[src/rtl/conv_stream_mac_pkg.sv]
// conv_pkg: shared types and sizing helpers for the streaming convolution engine.
//   state_t     : engine state (EMPTY -> LOAD -> RUN)
//   clog2_min1  : index width for an NW-entry counter, never below 1 bit
//   acc_width   : overflow-free accumulator width for DW-bit operands over K*K*C taps
package conv_pkg;

  typedef enum logic [1:0] {
    EMPTY = 2'd0,
    LOAD  = 2'd1,
    RUN   = 2'd2
  } state_t;

  function automatic int clog2_min1(input int n);
    int r;
    r = $clog2(n);
    return (r < 1) ? 1 : r;
  endfunction

  function automatic int acc_width(input int dw, input int k, input int c);
    return 2 * dw + $clog2(k * k * c);
  endfunction

endpackage

[src/rtl/conv_stream_mac_pe.sv]
// conv_mac_pe: signed multiply-accumulate element.
//   clk, rst : clock, asynchronous active-high reset
//   clr      : zero the accumulator (has priority over en)
//   en       : fold the current product into the accumulator
//   a, b     : signed DW-bit operands
//   sum      : acc + sign-extended a*b (combinational), used for the final tap
module conv_mac_pe #(
  parameter int DW    = 8,
  parameter int ACC_W = 20
) (
  input  logic                    clk,
  input  logic                    rst,
  input  logic                    clr,
  input  logic                    en,
  input  logic signed [DW-1:0]    a,
  input  logic signed [DW-1:0]    b,
  output logic signed [ACC_W-1:0] sum
);

  logic signed [2*DW-1:0]  prod;
  logic signed [ACC_W-1:0] acc;

  // Full-precision product; the size cast of a signed value sign-extends.
  assign prod = a * b;
  assign sum  = acc + ACC_W'(prod);

  // NOTE: sequential state is updated with non-blocking assignments so every
  // register samples pre-edge values regardless of process ordering.
  always_ff @(posedge clk or posedge rst) begin
    if (rst)     acc <= '0;
    else if (clr) acc <= '0;
    else if (en)  acc <= sum;
  end

endmodule

[src/rtl/conv_stream_mac.sv]
// conv_stream_mac: sequential KxK, multi-channel convolution engine.
//   Weights stream in once per layer (wt_start, then NW words on wt_valid/wt_ready);
//   pixels then stream in the same order, one signed MAC per cycle. Each finished
//   window is registered onto out_valid/out_data (optionally ReLU-clamped) and held
//   until out_ready.
// Ports:
//   clk, rst                      clock, asynchronous active-high reset
//   wt_start                      restart weight load (drops any partial window)
//   wt_valid, wt_data, wt_ready   weight stream
//   px_valid, px_data, px_ready   pixel stream
//   relu_en                       sampled with the last pixel of a window
//   out_valid, out_data, out_ready result stream (single output register)
//   weights_ok                    full weight set resident
module conv_stream_mac
  import conv_pkg::*;
#(
  parameter int KERNEL_SIZE = 3,
  parameter int DATA_WIDTH  = 8,
  parameter int CHANNELS    = 1,
  parameter int ACC_WIDTH   = acc_width(DATA_WIDTH, KERNEL_SIZE, CHANNELS)
) (
  input  logic                        clk,
  input  logic                        rst,
  input  logic                        wt_start,
  input  logic                        wt_valid,
  input  logic signed [DATA_WIDTH-1:0] wt_data,
  output logic                        wt_ready,
  input  logic                        px_valid,
  input  logic signed [DATA_WIDTH-1:0] px_data,
  output logic                        px_ready,
  input  logic                        relu_en,
  output logic                        out_valid,
  output logic signed [ACC_WIDTH-1:0] out_data,
  input  logic                        out_ready,
  output logic                        weights_ok
);

  localparam int NT    = KERNEL_SIZE * KERNEL_SIZE;
  localparam int NW    = NT * CHANNELS;
  localparam int IDX_W = clog2_min1(NW);

  state_t                        state, state_nxt;
  logic [IDX_W-1:0]              idx;
  logic signed [DATA_WIDTH-1:0]  wmem [NW];
  logic                          wt_fire, px_fire, last;
  logic signed [ACC_WIDTH-1:0]   sum;

  assign wt_fire = wt_valid && wt_ready;
  assign px_fire = px_valid && px_ready;
  assign last    = (idx == IDX_W'(NW - 1));

  // ---------------- FSM: state register ----------------
  always_ff @(posedge clk or posedge rst) begin
    if (rst) state <= EMPTY;
    else     state <= state_nxt;
  end

  // ---------------- FSM: next state ----------------
  always_comb begin
    state_nxt = state;
    if (wt_start) begin
      state_nxt = LOAD;
    end else begin
      unique case (state)
        LOAD:    if (wt_fire && last) state_nxt = RUN;
        default: ;
      endcase
    end
  end

  // ---------------- FSM: outputs ----------------
  // wt_start wins over any same-cycle transfer, so both readies drop with it.
  // NOTE: every signal written here gets a default first so no latch is inferred.
  always_comb begin
    wt_ready = 1'b0;
    px_ready = 1'b0;
    unique case (state)
      LOAD:    wt_ready = !wt_start;
      RUN:     px_ready = !wt_start && !(out_valid && !out_ready);
      default: ;
    endcase
  end

  // ---------------- tap index and weight-set status ----------------
  always_ff @(posedge clk or posedge rst) begin
    if (rst) begin
      idx        <= '0;
      weights_ok <= 1'b0;
    end else if (wt_start) begin
      idx        <= '0;
      weights_ok <= 1'b0;
    end else if (wt_fire || px_fire) begin
      idx <= last ? '0 : idx + IDX_W'(1);
      if (wt_fire && last) weights_ok <= 1'b1;
    end
  end

  // ---------------- weight storage ----------------
  // NOTE: the weight array is deliberately not reset; weights_ok gates its use,
  // and leaving it out of reset lets it map onto plain RAM/flops without a reset tree.
  always_ff @(posedge clk) begin
    if (wt_fire) wmem[idx] <= wt_data;
  end

  // ---------------- MAC ----------------
  conv_mac_pe #(
    .DW    (DATA_WIDTH),
    .ACC_W (ACC_WIDTH)
  ) u_pe (
    .clk (clk),
    .rst (rst),
    .clr (wt_start || (px_fire && last)),
    .en  (px_fire),
    .a   (px_data),
    .b   (wmem[idx]),
    .sum (sum)
  );

  // ---------------- output register ----------------
  // A new result and a same-cycle consume leave out_valid set with fresh data.
  always_ff @(posedge clk or posedge rst) begin
    if (rst) begin
      out_valid <= 1'b0;
      out_data  <= '0;
    end else if (px_fire && last) begin
      out_valid <= 1'b1;
      out_data  <= (relu_en && sum[ACC_WIDTH-1]) ? '0 : sum;
    end else if (out_valid && out_ready) begin
      out_valid <= 1'b0;
    end
  end

endmodule

[config.mk]
export PLATFORM = sky130hd
export DESIGN_NAME = conv_stream_mac
export DESIGN_NICKNAME = d
export VERILOG_FILES = /design/src/rtl/conv_stream_mac_pkg.sv /design/src/rtl/conv_stream_mac_pe.sv /design/src/rtl/conv_stream_mac.sv
export SDC_FILE = /design/constraint.sdc
export NUM_CORES = 1
export LEC_CHECK = 0
export CAP_MARGIN = 20
export CORE_MARGIN = 3
export CORE_UTILIZATION = 45
export DETAILED_ROUTE_END_ITERATION = 16
export PLACE_DENSITY = 0.6
export SYNTH_ARGS = -nofsm -noshare
export SYNTH_HDL_FRONTEND = slang
export SYNTH_SLANG_ARGS = --single-unit
[constraint.sdc]
create_clock -name clk -period 7 [get_ports clk]
set_input_delay 1.4 -clock clk [delete_from_list [all_inputs] [get_ports clk]]
set_output_delay 1.4 -clock clk [all_outputs]
set_load 0.01 [all_outputs]
==> metrics <==
# port buffers 46; Worst path slowest cell mux4_2; Worst R2R Path Depth 20; H-tree levels 4; Mapped Cells 680; first-pass GRT wire length 29.3 mm; relative max-transition margin 0.396; area delta synth->final 17.7%; Final Cycle Share 0.926; Worst Min Path Start u_pe.acc[6]$_DFFE_PP0P_; Syn. warnings 0; worst reg2reg path startpoint idx[0]$_DFFE_PP0P_; Fillers 1513; critical path capture point type flip-flop; hold depth 2; Critical Path RT 7300 ps; clk sinks 120; Synth Area per Inst 12.3 µm²; Layout Utilization 0.543; Peak Freq 154 MHz; deepest clock path buffer count 2; # IOs 47; Arr. time, crit path 6780 ps; Worst Tran Pin Value 902 ps; Final Hold Viols 0; DP HPWL 13.3 mm; initial drt markers 282; max_cap viols 0; cts repair resizes 0; Final nets 906; GP Congestion 0.871; Seq/Total Area, Yosys 0.403; WP buf/inv 2; final setup fails 0; Final min period 6480 ps; crit path from idx[0]$_DFFE_PP0P_; Skew-Pair Late Insertion Delay 410 ps; Congestion Overflow GR 0; CTS root buffer clkbuf_16; routed wire length 17.3 mm; number of enable flip-flop cells after synthesis 72; Post-synth ARST share 0.400; die outline area 20200 µm²; DR DRC count 0; die width 142 µm; Stages on worst setup path 20; first drt pass iteration count 4; GRT Util Overall 0.186; Final Skew 16.1 ps; diode count 0; syn nets 841; Post-Place Cell Area 9140 µm²; TritonCTS clock tree done; register area 3360 µm²; pin count of the biggest net entering global routing 49; share of layout cells above drive strength 1 0.112; clk slew on worst S/H paths 50 ps; synth unique cells 48; cells along the critical path buf_12, mux4_2, mux2i_1, nor2_1, a21oi_2, or2_2, fa_1, fa_1, inv_1, fa_1, fa_1, fa_1, ha_1, o21a_1, o31a_1, o41ai_2, o21ai_1, o31ai_1, xor2_1, o31ai_1; Final Max Slew Viols 0; final instance area 9820 µm²; Via Count 5100; reg-to-reg slack, setup 520 ps; Post-CTS Hold Buffers 0; Setup TNS 0 ps; number of global-route vias before repair 5635; status finished clean; # rows 49; placed cells 953; CP dominant cell by count fa_1; Die Y 142 µm; reg2reg end out_data[16]$_DFFE_PP0P_; CTS Buf Count 17; Final Non-Filler Cells 987; initial antenna violation count 0; crit path launch type flip-flop; initial core utilization 0.461; Crit path largest cell delay 520 ps; number of synthesized register bits 120; RSZ-0062 raised after global routing false; critical-path maximum fanout 20; CP delay by family, top adder cells; core box area 18100 µm²; top_reg_cell synth edfxtp_1; ANT nets after route 0; multi-input logic area 4510 µm²; worst setup path end out_data[16]$_DFFE_PP0P_; drt wl/cell 17.6 µm; routed vias/inst 5.17; cell area after synthesis 8340 µm²; post-CTS setup buffer count 0; HP Class reg2reg; WS Path Type reg2reg
## logic make-up (layout without fill, tap and decap cells)
family,count (synthesis),after routing,share of synthesized area
AND/OR/NAND/NOR,164,164,0.0973
adder cells (fa/ha/maj),138,138,0.286
flip-flops,120,120,0.403
buffers and inverters,117,195,0.0564
AO/OA/AOI/OAI,95,95,0.0807
multiplexers,25,25,0.0541
XOR/XNOR,21,21,0.0220
## routing by layer
layer	wire [µm]	track usage	vias to the layer above
met5	0	0	-
met3	641	0.0373	6
met2	8690	0.308	79
met1	7870	0.257	2610
li1	-	-	2405
met4	127	0.0414	0
## worst min path at each step
stage          slack, ps                 endpoint
2_1_floorplan        450  u_pe.acc[5]$_DFFE_PP0P_
3_3_place_gp         470  out_data[1]$_DFFE_PP0P_
3_5_place_dp         470  u_pe.acc[6]$_DFFE_PP0P_
4_1_cts              480  u_pe.acc[6]$_DFFE_PP0P_
5_1_grt              520  u_pe.acc[3]$_DFFE_PP0P_
6_report             480  u_pe.acc[6]$_DFFE_PP0P_
## Yosys cell counts, types with 2 or more instances
| cell | instances | area (µm²) |
|---|---|---|
| o31ai_4 | 2 | 42.5 |
| nand2_1 | 65 | 244 |
| or2_2 | 3 | 18.8 |
| mux2i_1 | 8 | 80.1 |
| clkbuf_1 | 9 | 33.8 |
| xor2_1 | 10 | 87.6 |
| ha_1 | 50 | 626 |
| a21o_1 | 6 | 45.0 |
| o21ai_0 | 27 | 135 |
| nand3_1 | 3 | 15.0 |
| nor2_1 | 21 | 78.8 |
| nand2b_1 | 13 | 81.3 |
| o31ai_1 | 11 | 82.6 |
| and2_1 | 13 | 81.3 |
| nor3b_1 | 2 | 15.0 |
| a22o_2 | 2 | 20.0 |
| a211oi_1 | 2 | 15.0 |
| nand4_1 | 2 | 12.5 |
| o21ai_2 | 8 | 70.1 |
| xnor2_1 | 11 | 96.3 |
| a21oi_2 | 3 | 26.3 |
| a22o_1 | 8 | 70.1 |
| edfxtp_1 | 72 | 2160 |
| fa_1 | 88 | 1760 |
| nor2b_1 | 34 | 213 |
| inv_1 | 99 | 372 |
| o21ai_1 | 3 | 15.0 |
| nor3_1 | 5 | 25.0 |
| buf_2 | 3 | 15.0 |
| buf_1 | 3 | 11.3 |
| o21bai_1 | 2 | 15.0 |
| dfrtp_1 | 48 | 1200 |
| a21oi_1 | 14 | 70.1 |
| mux4_2 | 16 | 360 |
## per-stage QoR
| stage | setup WS, ps | hold WS [ps] |
|---|---|---|
| floorplan | 771 | 450 |
| global placement | 223 | 469 |
| detailed placement | 150 | 472 |
| CTS | 469 | 484 |
| global route | 211 | 520 |
| finish | 521 | 483 |
## final cells by class
type,count,area share
clock inverter,14,0.0233
inverter,99,0.0378
clock buffer,18,0.0437
tap,229,0.0292
multi-input combinational,443,0.459
sequential,120,0.342
timing repair buffer,64,0.0645
## layout by cell type (no fill, tap or decap), types with 5 or more instances in the layout
cell type	n
nor2_1	21
o21ai_2	8
mux4_2	16
a21o_1	6
clkbuf_16	17
bufinv_16	6
a22o_1	8
nand2_1	65
a21oi_1	14
xnor2_1	11
buf_4	14
nand2b_1	13
fa_1	88
mux2i_1	8
ha_1	50
inv_1	98
xor2_1	10
dfrtp_1	48
o21ai_0	27
and2_1	13
nor2b_1	34
clkdlybuf4s50_1	46
o31ai_1	11
edfxtp_1	72
nor3_1	5
## flip-flops by register name, summed over array words and instances (netlist names)
signal      count
idx             4
out_data       20
state           2
wmem           72
weights_ok      1
u_pe.acc       20
out_valid       1
## worst min-delay path: cells and delay by family, from the launching register on
family / cells / cell delay, ps
AND/OR/NAND/NOR: 1 / 50
AO/OA/AOI/OAI: 1 / 60
flip-flops: 1 / 340
Power is not shown: default switching activity piles up to over one toggle a cycle in this logic, so the estimate is an artifact.
